### src/rtl/fanin_req_rr_arb_n.sv
// Round-robin fan-in of N_CH request channels onto one registered downstream request slot.
// Grants are combinational; the winner's payload is captured into the slot on the same edge.
module fanin_req_rr_arb_n #(
  parameter int N_CH       = 4,
  parameter int ADDR_WIDTH = 32,
  parameter int DATA_WIDTH = 32,
  parameter int BE_WIDTH   = DATA_WIDTH / 8,
  parameter int ID_WIDTH   = 16,
  localparam int CH_W      = (N_CH > 2) ? $clog2(N_CH) : 1
) (
  input  logic                         clk,
  input  logic                         rst_n,
  input  logic [N_CH-1:0]              data_req_i,
  input  logic [N_CH*ADDR_WIDTH-1:0]   data_add_i,
  input  logic [N_CH-1:0]              data_wen_i,
  input  logic [N_CH*DATA_WIDTH-1:0]   data_wdata_i,
  input  logic [N_CH*BE_WIDTH-1:0]     data_be_i,
  input  logic [N_CH*ID_WIDTH-1:0]     data_ID_i,
  output logic [N_CH-1:0]              data_gnt_o,
  output logic                         data_req_o,
  output logic [ADDR_WIDTH-1:0]        data_add_o,
  output logic                         data_wen_o,
  output logic [DATA_WIDTH-1:0]        data_wdata_o,
  output logic [BE_WIDTH-1:0]          data_be_o,
  output logic [ID_WIDTH-1:0]          data_ID_o,
  output logic [CH_W-1:0]              data_chan_o,
  input  logic                         data_gnt_i
);

  logic                  valid_r;
  logic [CH_W-1:0]       rr_ptr_r;
  logic                  slot_free_s;
  logic                  any_req_s;
  logic [2*N_CH-1:0]     req_dbl_s;
  logic [N_CH-1:0]       req_rot_s;
  logic [CH_W-1:0]       first_s;
  logic [CH_W:0]         win_sum_s;
  logic [CH_W-1:0]       win_s;
  logic [CH_W-1:0]       rr_next_s;
  logic [N_CH-1:0]       gnt_s;
  logic [ADDR_WIDTH-1:0] add_mux_s;
  logic                  wen_mux_s;
  logic [DATA_WIDTH-1:0] wdata_mux_s;
  logic [BE_WIDTH-1:0]   be_mux_s;
  logic [ID_WIDTH-1:0]   id_mux_s;

  assign slot_free_s = ~valid_r | data_gnt_i;
  assign any_req_s   = |data_req_i;
  assign req_dbl_s   = {data_req_i, data_req_i};
  assign req_rot_s   = N_CH'(req_dbl_s >> rr_ptr_r);
  assign win_sum_s   = {1'b0, rr_ptr_r} + {1'b0, first_s};
  assign win_s       = (win_sum_s >= (CH_W+1)'(N_CH)) ? CH_W'(win_sum_s - (CH_W+1)'(N_CH))
                                                      : CH_W'(win_sum_s);
  assign rr_next_s   = (win_s == CH_W'(N_CH - 1)) ? CH_W'(0) : win_s + CH_W'(1);

  // Lowest set bit of the rotated request vector is the offset of the winner from rr_ptr
  always_comb begin
    first_s = '0;
    for (int k = N_CH - 1; k >= 0; k--) begin
      first_s = req_rot_s[k] ? CH_W'(k) : first_s;
    end
  end

  // Payload selection of the winning channel
  always_comb begin
    add_mux_s   = '0;
    wen_mux_s   = 1'b0;
    wdata_mux_s = '0;
    be_mux_s    = '0;
    id_mux_s    = '0;
    for (int i = 0; i < N_CH; i++) begin
      add_mux_s   = (win_s == CH_W'(i)) ? data_add_i[i*ADDR_WIDTH +: ADDR_WIDTH]   : add_mux_s;
      wen_mux_s   = (win_s == CH_W'(i)) ? data_wen_i[i]                            : wen_mux_s;
      wdata_mux_s = (win_s == CH_W'(i)) ? data_wdata_i[i*DATA_WIDTH +: DATA_WIDTH] : wdata_mux_s;
      be_mux_s    = (win_s == CH_W'(i)) ? data_be_i[i*BE_WIDTH +: BE_WIDTH]        : be_mux_s;
      id_mux_s    = (win_s == CH_W'(i)) ? data_ID_i[i*ID_WIDTH +: ID_WIDTH]        : id_mux_s;
    end
  end

  // Grant is held off during reset so upstream never sees a handshake that is not captured
  always_comb begin
    gnt_s = '0;
    if (rst_n && slot_free_s && any_req_s) begin
      gnt_s[win_s] = 1'b1;
    end else begin
      gnt_s = '0;
    end
  end

  assign data_gnt_o = gnt_s;
  assign data_req_o = valid_r;

  // Output slot, round-robin pointer and captured payload
  always_ff @(posedge clk or negedge rst_n) begin
    if (!rst_n) begin
      valid_r      <= 1'b0;
      rr_ptr_r     <= '0;
      data_chan_o  <= '0;
      data_add_o   <= '0;
      data_wen_o   <= 1'b0;
      data_wdata_o <= '0;
      data_be_o    <= '0;
      data_ID_o    <= '0;
    end else if (slot_free_s) begin
      if (any_req_s) begin
        valid_r      <= 1'b1;
        rr_ptr_r     <= rr_next_s;
        data_chan_o  <= win_s;
        data_add_o   <= add_mux_s;
        data_wen_o   <= wen_mux_s;
        data_wdata_o <= wdata_mux_s;
        data_be_o    <= be_mux_s;
        data_ID_o    <= id_mux_s;
      end else begin
        valid_r <= 1'b0;
      end
    end
  end

endmodule

### config.mk
export PLATFORM = sky130hd
export DESIGN_NAME = fanin_req_rr_arb_n
export DESIGN_NICKNAME = d
export VERILOG_FILES = /design/src/rtl/fanin_req_rr_arb_n.sv
export SDC_FILE = /design/constraint.sdc
export NUM_CORES = 1
export LEC_CHECK = 0
export ABC_AREA = 1
export BUFFER_PORTS_ARGS = -buffer_cell sky130_fd_sc_hd__buf_2
export CORE_AREA = 2 2 168 170
export DETAILED_ROUTE_END_ITERATION = 12
export DIE_AREA = 0 0 170 172
export SYNTH_ARGS = -nofsm -noshare
export SYNTH_HDL_FRONTEND = slang
export SYNTH_SLANG_ARGS = --single-unit
### constraint.sdc
create_clock -name clk -period 4.5 [get_ports clk]
set_clock_uncertainty 0.1 [all_clocks]
set_input_delay 0 -clock clk [delete_from_list [all_inputs] [get_ports clk]]
set_output_delay 0 -clock clk [all_outputs]
set_load 0.1 [all_outputs]
### Yosys cells after proc, flatten, opt, wreduce, memory -nomap -nowiden

Cells that the tools add are included.

| storage, ports and cells | value |
|---|---|
| register bits after elaboration | 90 |
| latch bits | 0 |
| memory bits (writable) | 0 |
| memory bits (read-only) | 0 |
| input bits | 347 |
| output and inout port bits | 92 |
| logic and storage cells | 56 |
| memories kept | 0 |

| cells by class | value |
|---|---|
| $add $sub $neg | 3 |
| multiply operators | 0 |
| div/mod/pow operators | 0 |
| order comparisons | 3 |
| equal/unequal tests | 3 |
| shift operators | 1 |
| multiplexer cells | 30 |
| bitwise operators | 2 |
| reductions and logical operators | 6 |

Operators with widths:

| kind | number |
|---|---|
| $mux 32 | 8 |
| $mux 16 | 4 |
| $mux 4 | 5 |
| $mux 2 | 6 |
| $shr 8x2->4 | 1 |
| $mux 1 | 6 |
| $eq 2x2->1 const B | 2 |
| $reduce_or 4->1 | 1 |
| $add 2x2->3 | 1 |
| $ge 3x3->1 const B | 1 |
| $logic_and 1x1->1 | 3 |
| $lt 2x3->1 const B | 1 |
| $add 2x1->2 const B | 1 |
| $demux 1 s2 | 1 |
| $eq 2x1->1 const B | 1 |
| $ge 2x1->1 const B | 1 |
| $logic_not 2->1 | 1 |
| $reduce_and 2->1 | 1 |
| $sub 2x1->2 const B | 1 |
| $not 1->1 | 1 |
| $or 1x1->1 | 1 |

### Longest topological paths before layout

| depth | value |
|---|---|
| depth after elaboration | 13 |
| mapped depth | 21 |
| depth with buffers taken out | 19 |

### Worst setup path after synthesis

OpenSTA, ideal clock, no wires.

| timing path | value |
|---|---|
| path kind | register to output |
| from | register rr_ptr_r[0] |
| to | output data_gnt_o[1] |
| arrival time | 3.413 ns |
| required time | 4.400 ns |
| setup slack | 0.987 ns |
| cell stages (with the launch flop) | 19 |
| buffers on the path | 3 |
| cells stage by stage | dfrtp_1 -> inv_1 -> nand2_1 -> nand3_1 -> nand2_1 -> nand3_1 -> a21boi_0 -> ha_1 -> xor2_1 -> inv_1 -> nand3_1 -> nand2_1 -> inv_1 -> ha_1 -> buf_6 -> buf_6 -> buf_2 -> inv_1 -> nor2_1 |

| on the way | value |
|---|---|
| word-level cells in the longest chain between the ends | 13 |
| elaborated cells on any way between the ends | 15 |
| classes of those cells | 2 x add/sub; 3 x order compare; 1 x shift; 8 x mux; 1 x reduce/logical |

Ends and longest elaborated chain:

| element | line | text |
|---|---|---|
| from (decl) | 31 | `logic [CH_W-1:0] rr_ptr_r;` |
| from (signal assigned) | 107 | `rr_ptr_r <= rr_next_s;` |
| $shr 8x2->4 | 50 | `assign req_rot_s = N_CH'(req_dbl_s >> rr_ptr_r);` |
| $mux 2 (4 in a row) | 60 | `first_s = req_rot_s[k] ? CH_W'(k) : first_s;` |
| $add 2x2->3 (*) | 51 | `assign win_sum_s = {1'b0, rr_ptr_r} + {1'b0, first_s};` |
| $ge 3x3->1 or $sub 2x1->2 (tied branches) | 52 | `assign win_s = (win_sum_s >= (CH_W+1)'(N_CH)) ? CH_W'(win_sum_s - (CH_W+1)'(N_CH))` |
| $mux 2 (*) | 52 |  |
| net win_s[1] | 38 | `logic [CH_W-1:0] win_s;` |
| $lt 2x3->1 (not written as such) or $ge 2x1->1 (tied branches) | 84 | `gnt_s[win_s] = 1'b1;` |
| $logic_and 1x1->1 (not written as such) | 84 |  |
| $mux 1 (not written as such) | 84 |  |
| $demux 1 s2 (*) | 84 |  |
| $mux 4 (*) | 83 | `if (rst_n && slot_free_s && any_req_s) begin` |
| to (decl) | 19 | `output logic [N_CH-1:0] data_gnt_o,` |

The timed path passes the listed nets; every way through them passes the cells marked *.

### Final worst setup path

| timing path | value |
|---|---|
| from | register rr_ptr_r[0] |
| to | register data_wdata_o[18] |

| on the way | value |
|---|---|
| word-level cells in the longest chain between the ends | 13 |
| elaborated cells on any way between the ends | 17 |
| classes of those cells | 2 x add/sub; 1 x order compare; 3 x eq/ne; 1 x shift; 9 x mux; 1 x reduce/logical |

Ends and longest elaborated chain:

| element | line | text |
|---|---|---|
| $shr 8x2->4 | 50 |  |
| $mux 2 (4 in a row) | 60 |  |
| $add 2x2->3 (*) | 51 |  |
| $ge 3x3->1 or $sub 2x1->2 (tied branches) | 52 |  |
| $mux 2 (*) | 52 |  |
| net win_s[1] | 38 |  |
| $logic_not 2->1 | 74 | `wdata_mux_s = (win_s == CH_W'(i)) ? data_wdata_i[i*DATA_WIDTH +: DATA_WIDTH] : wdata_mux_s;` |
| $mux 32 (3 in a row) | 74 |  |
| $mux 32 (*) | 74 |  |
| to (signal assigned) | 111 | `data_wdata_o <= wdata_mux_s;` |
| to (decl) | 23 | `output logic [DATA_WIDTH-1:0] data_wdata_o,` |

Marked as above.
A chain may end at the register's enable or synchronous reset.

==> qor.txt <==
Min Tclk post-route: 4.02 ns
Post-Route WL: 29200 µm
Chip height: 172 µm
Synth warn: 0
Detailed placer's ending HPWL: 19500 µm
Root Buffer: clkbuf_16
Average size of a mapped cell: 7.09 µm²
Setup Buffers After CTS: 0
Remaining antenna violation count: 0
Routed WL per cell: 16.6 µm
Register area: 2250 µm²
Max clock buf depth: 2
Post-synthesis net count: 1180
CTS sink cnt: 90
Pin count of the biggest net entering global routing: 87
CP max stage delay: 0.56 ns
Mapped Area: 5870 µm²
Vias per cell: 4.73
Number of buffers created by CTS: 9
Crit path capture: data_wdata_o[18]$_DFFE_PN0P_
Synth Register Bits: 90
Starting Density: 21.4%
Worst Max-Slew Pin Slew: 1.05 ns
Commonest non-fill, non-tap cell in the layout: buf_2
RSZ-0062 raised after global routing: no
Clk_lat worst skew: 0.35 ns
Routability congestion estimate: 0.855
Vias in the first global route: 8194
Slew Limit Headroom: 30.0%
Startpoint Class: register
Residual DRC count: 0
CP cell instances: inv_1 -> nand2_1 -> nand3_1 -> nand2_1 -> nand3_1 -> a21boi_0 -> ha_1 -> xor2_1 -> inv_1 -> nand3_1 -> nand2_1 -> inv_1 -> ha_4 -> nor2_8 -> buf_12 -> nand2_1 -> nand2_1 -> o211ai_1 -> a21oi_1 -> dlygate4sd3_1
Num rows: 61
Nets: 1760
First DRT Iteration DRCs: 457
Filler cells: 2823
Area growth, synth to finish: 79.6%
Count of final max-slew check failures: 0
Distinct cells, synth: 20
Most frequent CP cell: nand2_1
Worst endpoint data arrival time: 4.16 ns
Max-cap violations: 0
WP depth: 20
Final Cell Area: 10500 µm²
Core Util, Final: 38.4%
CP max FO: 85
IO Port Bufs: 438
Area occupied by multi-input gates: 3210 µm²
Global-route congestion overflow total: 0
Tot GR Track Use: 18.7%
Hold Crit Class: in -> async
Reg2Reg Depth: 20
CP Data Required Time: 4.64 ns
DIE WIDTH: 170 µm
Placed cell area: 8260 µm²
Worst r2r dst: data_wdata_o[18]$_DFFE_PN0P_
R2r setup slk: 0.48 ns
Reg2reg start: rr_ptr_r[0]$_DFFE_PN0P_
Core Box Area: 27500 µm²
# IOs: 439
Die area: 29200 µm²
Reg clk slew, reported paths: 0.08 ns
Crit path max-delay family: buffers and inverters
Fin crit share: 89.3%
First-pass GRT wire length: 42400 µm
Crit-path slowest cell: dlygate4sd3_1
Seq/Total Area, Yosys: 38.4%
Setup crit start: rr_ptr_r[0]$_DFFE_PN0P_
Status: completed
Setup TNS: 0 ns
Worst path bufs/invs: 5
Most frequent cells in the layout: 437 x buf_2, 255 x a21oi_1, 196 x nand2_1, 195 x dlygate4sd3_1, 94 x nor2_1
Initial antenna violation count: 5
Layout cell share with drive strength beyond 1: 33.4%
# setup viols final: 0
Cells after Synth: 828
DR pass1 iterations: 8
CP endpoint kind: register
Critical path type: reg -> reg
Fmax: 249 MHz
H-Tree Depth: 3
CTS tree: done
Hold Vio Cnt, Final: 0
Via Count: 8337
## area by class of cell
| cell class | count | share of cell area [%] |
|---|---|---|
| sequential | 90 | 21.4 |
| tap | 346 | 4.11 |
| inverter | 12 | 0.475 |
| clock inverter | 6 | 0.926 |
| clock buffer | 10 | 2.17 |
| antenna | 2 | 0.0475 |
| timing repair buffer | 644 | 40.5 |
| multi-input combinational | 651 | 30.4 |
## worst register-to-register path: stages (launching register included)
cell           delay [ns]
dfrtp_1              0.43
inv_1                0.12
nand2_1              0.11
nand3_1              0.09
nand2_1              0.10
nand3_1              0.06
a21boi_0             0.16
ha_1                 0.18
xor2_1               0.19
inv_1                0.06
nand3_1              0.07
nand2_1              0.16
inv_1                0.17
ha_4                 0.53
nor2_8               0.09
buf_12               0.22
nand2_1              0.26
nand2_1              0.07
o211ai_1             0.09
a21oi_1              0.09
dlygate4sd3_1        0.56
## layer usage
layer | share of wire (%) | track usage (%)
met2 | 50 | 34.2
met5 | 0.024 | 0
met1 | 39 | 20.5
met4 | 3.6 | 8.77
met3 | 7.2 | 4.10
## repair_timing
item | CTS | global route
hold buffers | 195 | 0
setup endpoints to repair | 0 | 53
gates resized for setup | 0 | 1
hold endpoints to repair | 120 | 0
## cells in the mapped netlist
| cell | count | area share, % |
|---|---|---|
| inv_2 | 3 | 0.19 |
| xor2_1 | 1 | 0.15 |
| nor2_1 | 94 | 6.0 |
| clkbuf_1 | 20 | 1.3 |
| o211ai_1 | 85 | 11 |
| o21ai_0 | 2 | 0.17 |
| inv_1 | 9 | 0.58 |
| buf_4 | 4 | 0.51 |
| ha_1 | 5 | 1.1 |
| dfrtp_1 | 90 | 38 |
| nand2_2 | 1 | 0.11 |
| nor2_8 | 1 | 0.34 |
| buf_6 | 8 | 1.5 |
| nand3_1 | 10 | 0.85 |
| clkbuf_2 | 1 | 0.085 |
| buf_2 | 39 | 3.3 |
| buf_1 | 3 | 0.19 |
| a21oi_1 | 255 | 22 |
| nand2_1 | 196 | 13 |
| a21boi_0 | 1 | 0.13 |
## through the flow
stage	hold WS (ns)	std cells	setup slack [ns]
floorplan	-0.396	828	0.987
global placement	-0.0957	1548	0.854
detailed placement	-0.0866	1548	0.751
CTS	0.100	1759	0.192
global route	0.144	1760	0.115
finish	0.107	1761	0.480
## sequential cells by signal (all words and copies together), names as in the netlist
signal        flops
data_add_o       32
data_wdata_o     32
data_ID_o        16
data_be_o         4
data_chan_o       2
rr_ptr_r          2
data_req_o        1
data_wen_o        1
## worst min-delay path by stage
stage / startpoint / end / depth (start not counted)
6_report: rst_n / data_add_o[4]$_DFFE_PN0P_ / 2
5_1_grt: rst_n / data_add_o[4]$_DFFE_PN0P_ / 2
4_1_cts: rst_n / data_add_o[4]$_DFFE_PN0P_ / 2
3_5_place_dp: rst_n / data_add_o[4]$_DFFE_PN0P_ / 1
3_3_place_gp: rst_n / data_add_o[4]$_DFFE_PN0P_ / 1
2_1_floorplan: rst_n / data_ID_o[0]$_DFFE_PN0P_ / 0
## cell families (layout without fill, tap and decap cells)
group           Yosys count  after routing  share of synthesized area, %
compound gates          343            343                          32.9
flops                    90             90                          38.4
xor+xnor                  1              1                         0.149
other cells               0              2                             0
buf+inv                  87            672                          7.69
fa+ha+maj                 5              5                          1.07
simple gates            302            302                          19.8
Power is left out: the tool's default activity adds up to more than one toggle a clock period on the data nets, which glitch-free logic cannot reach.
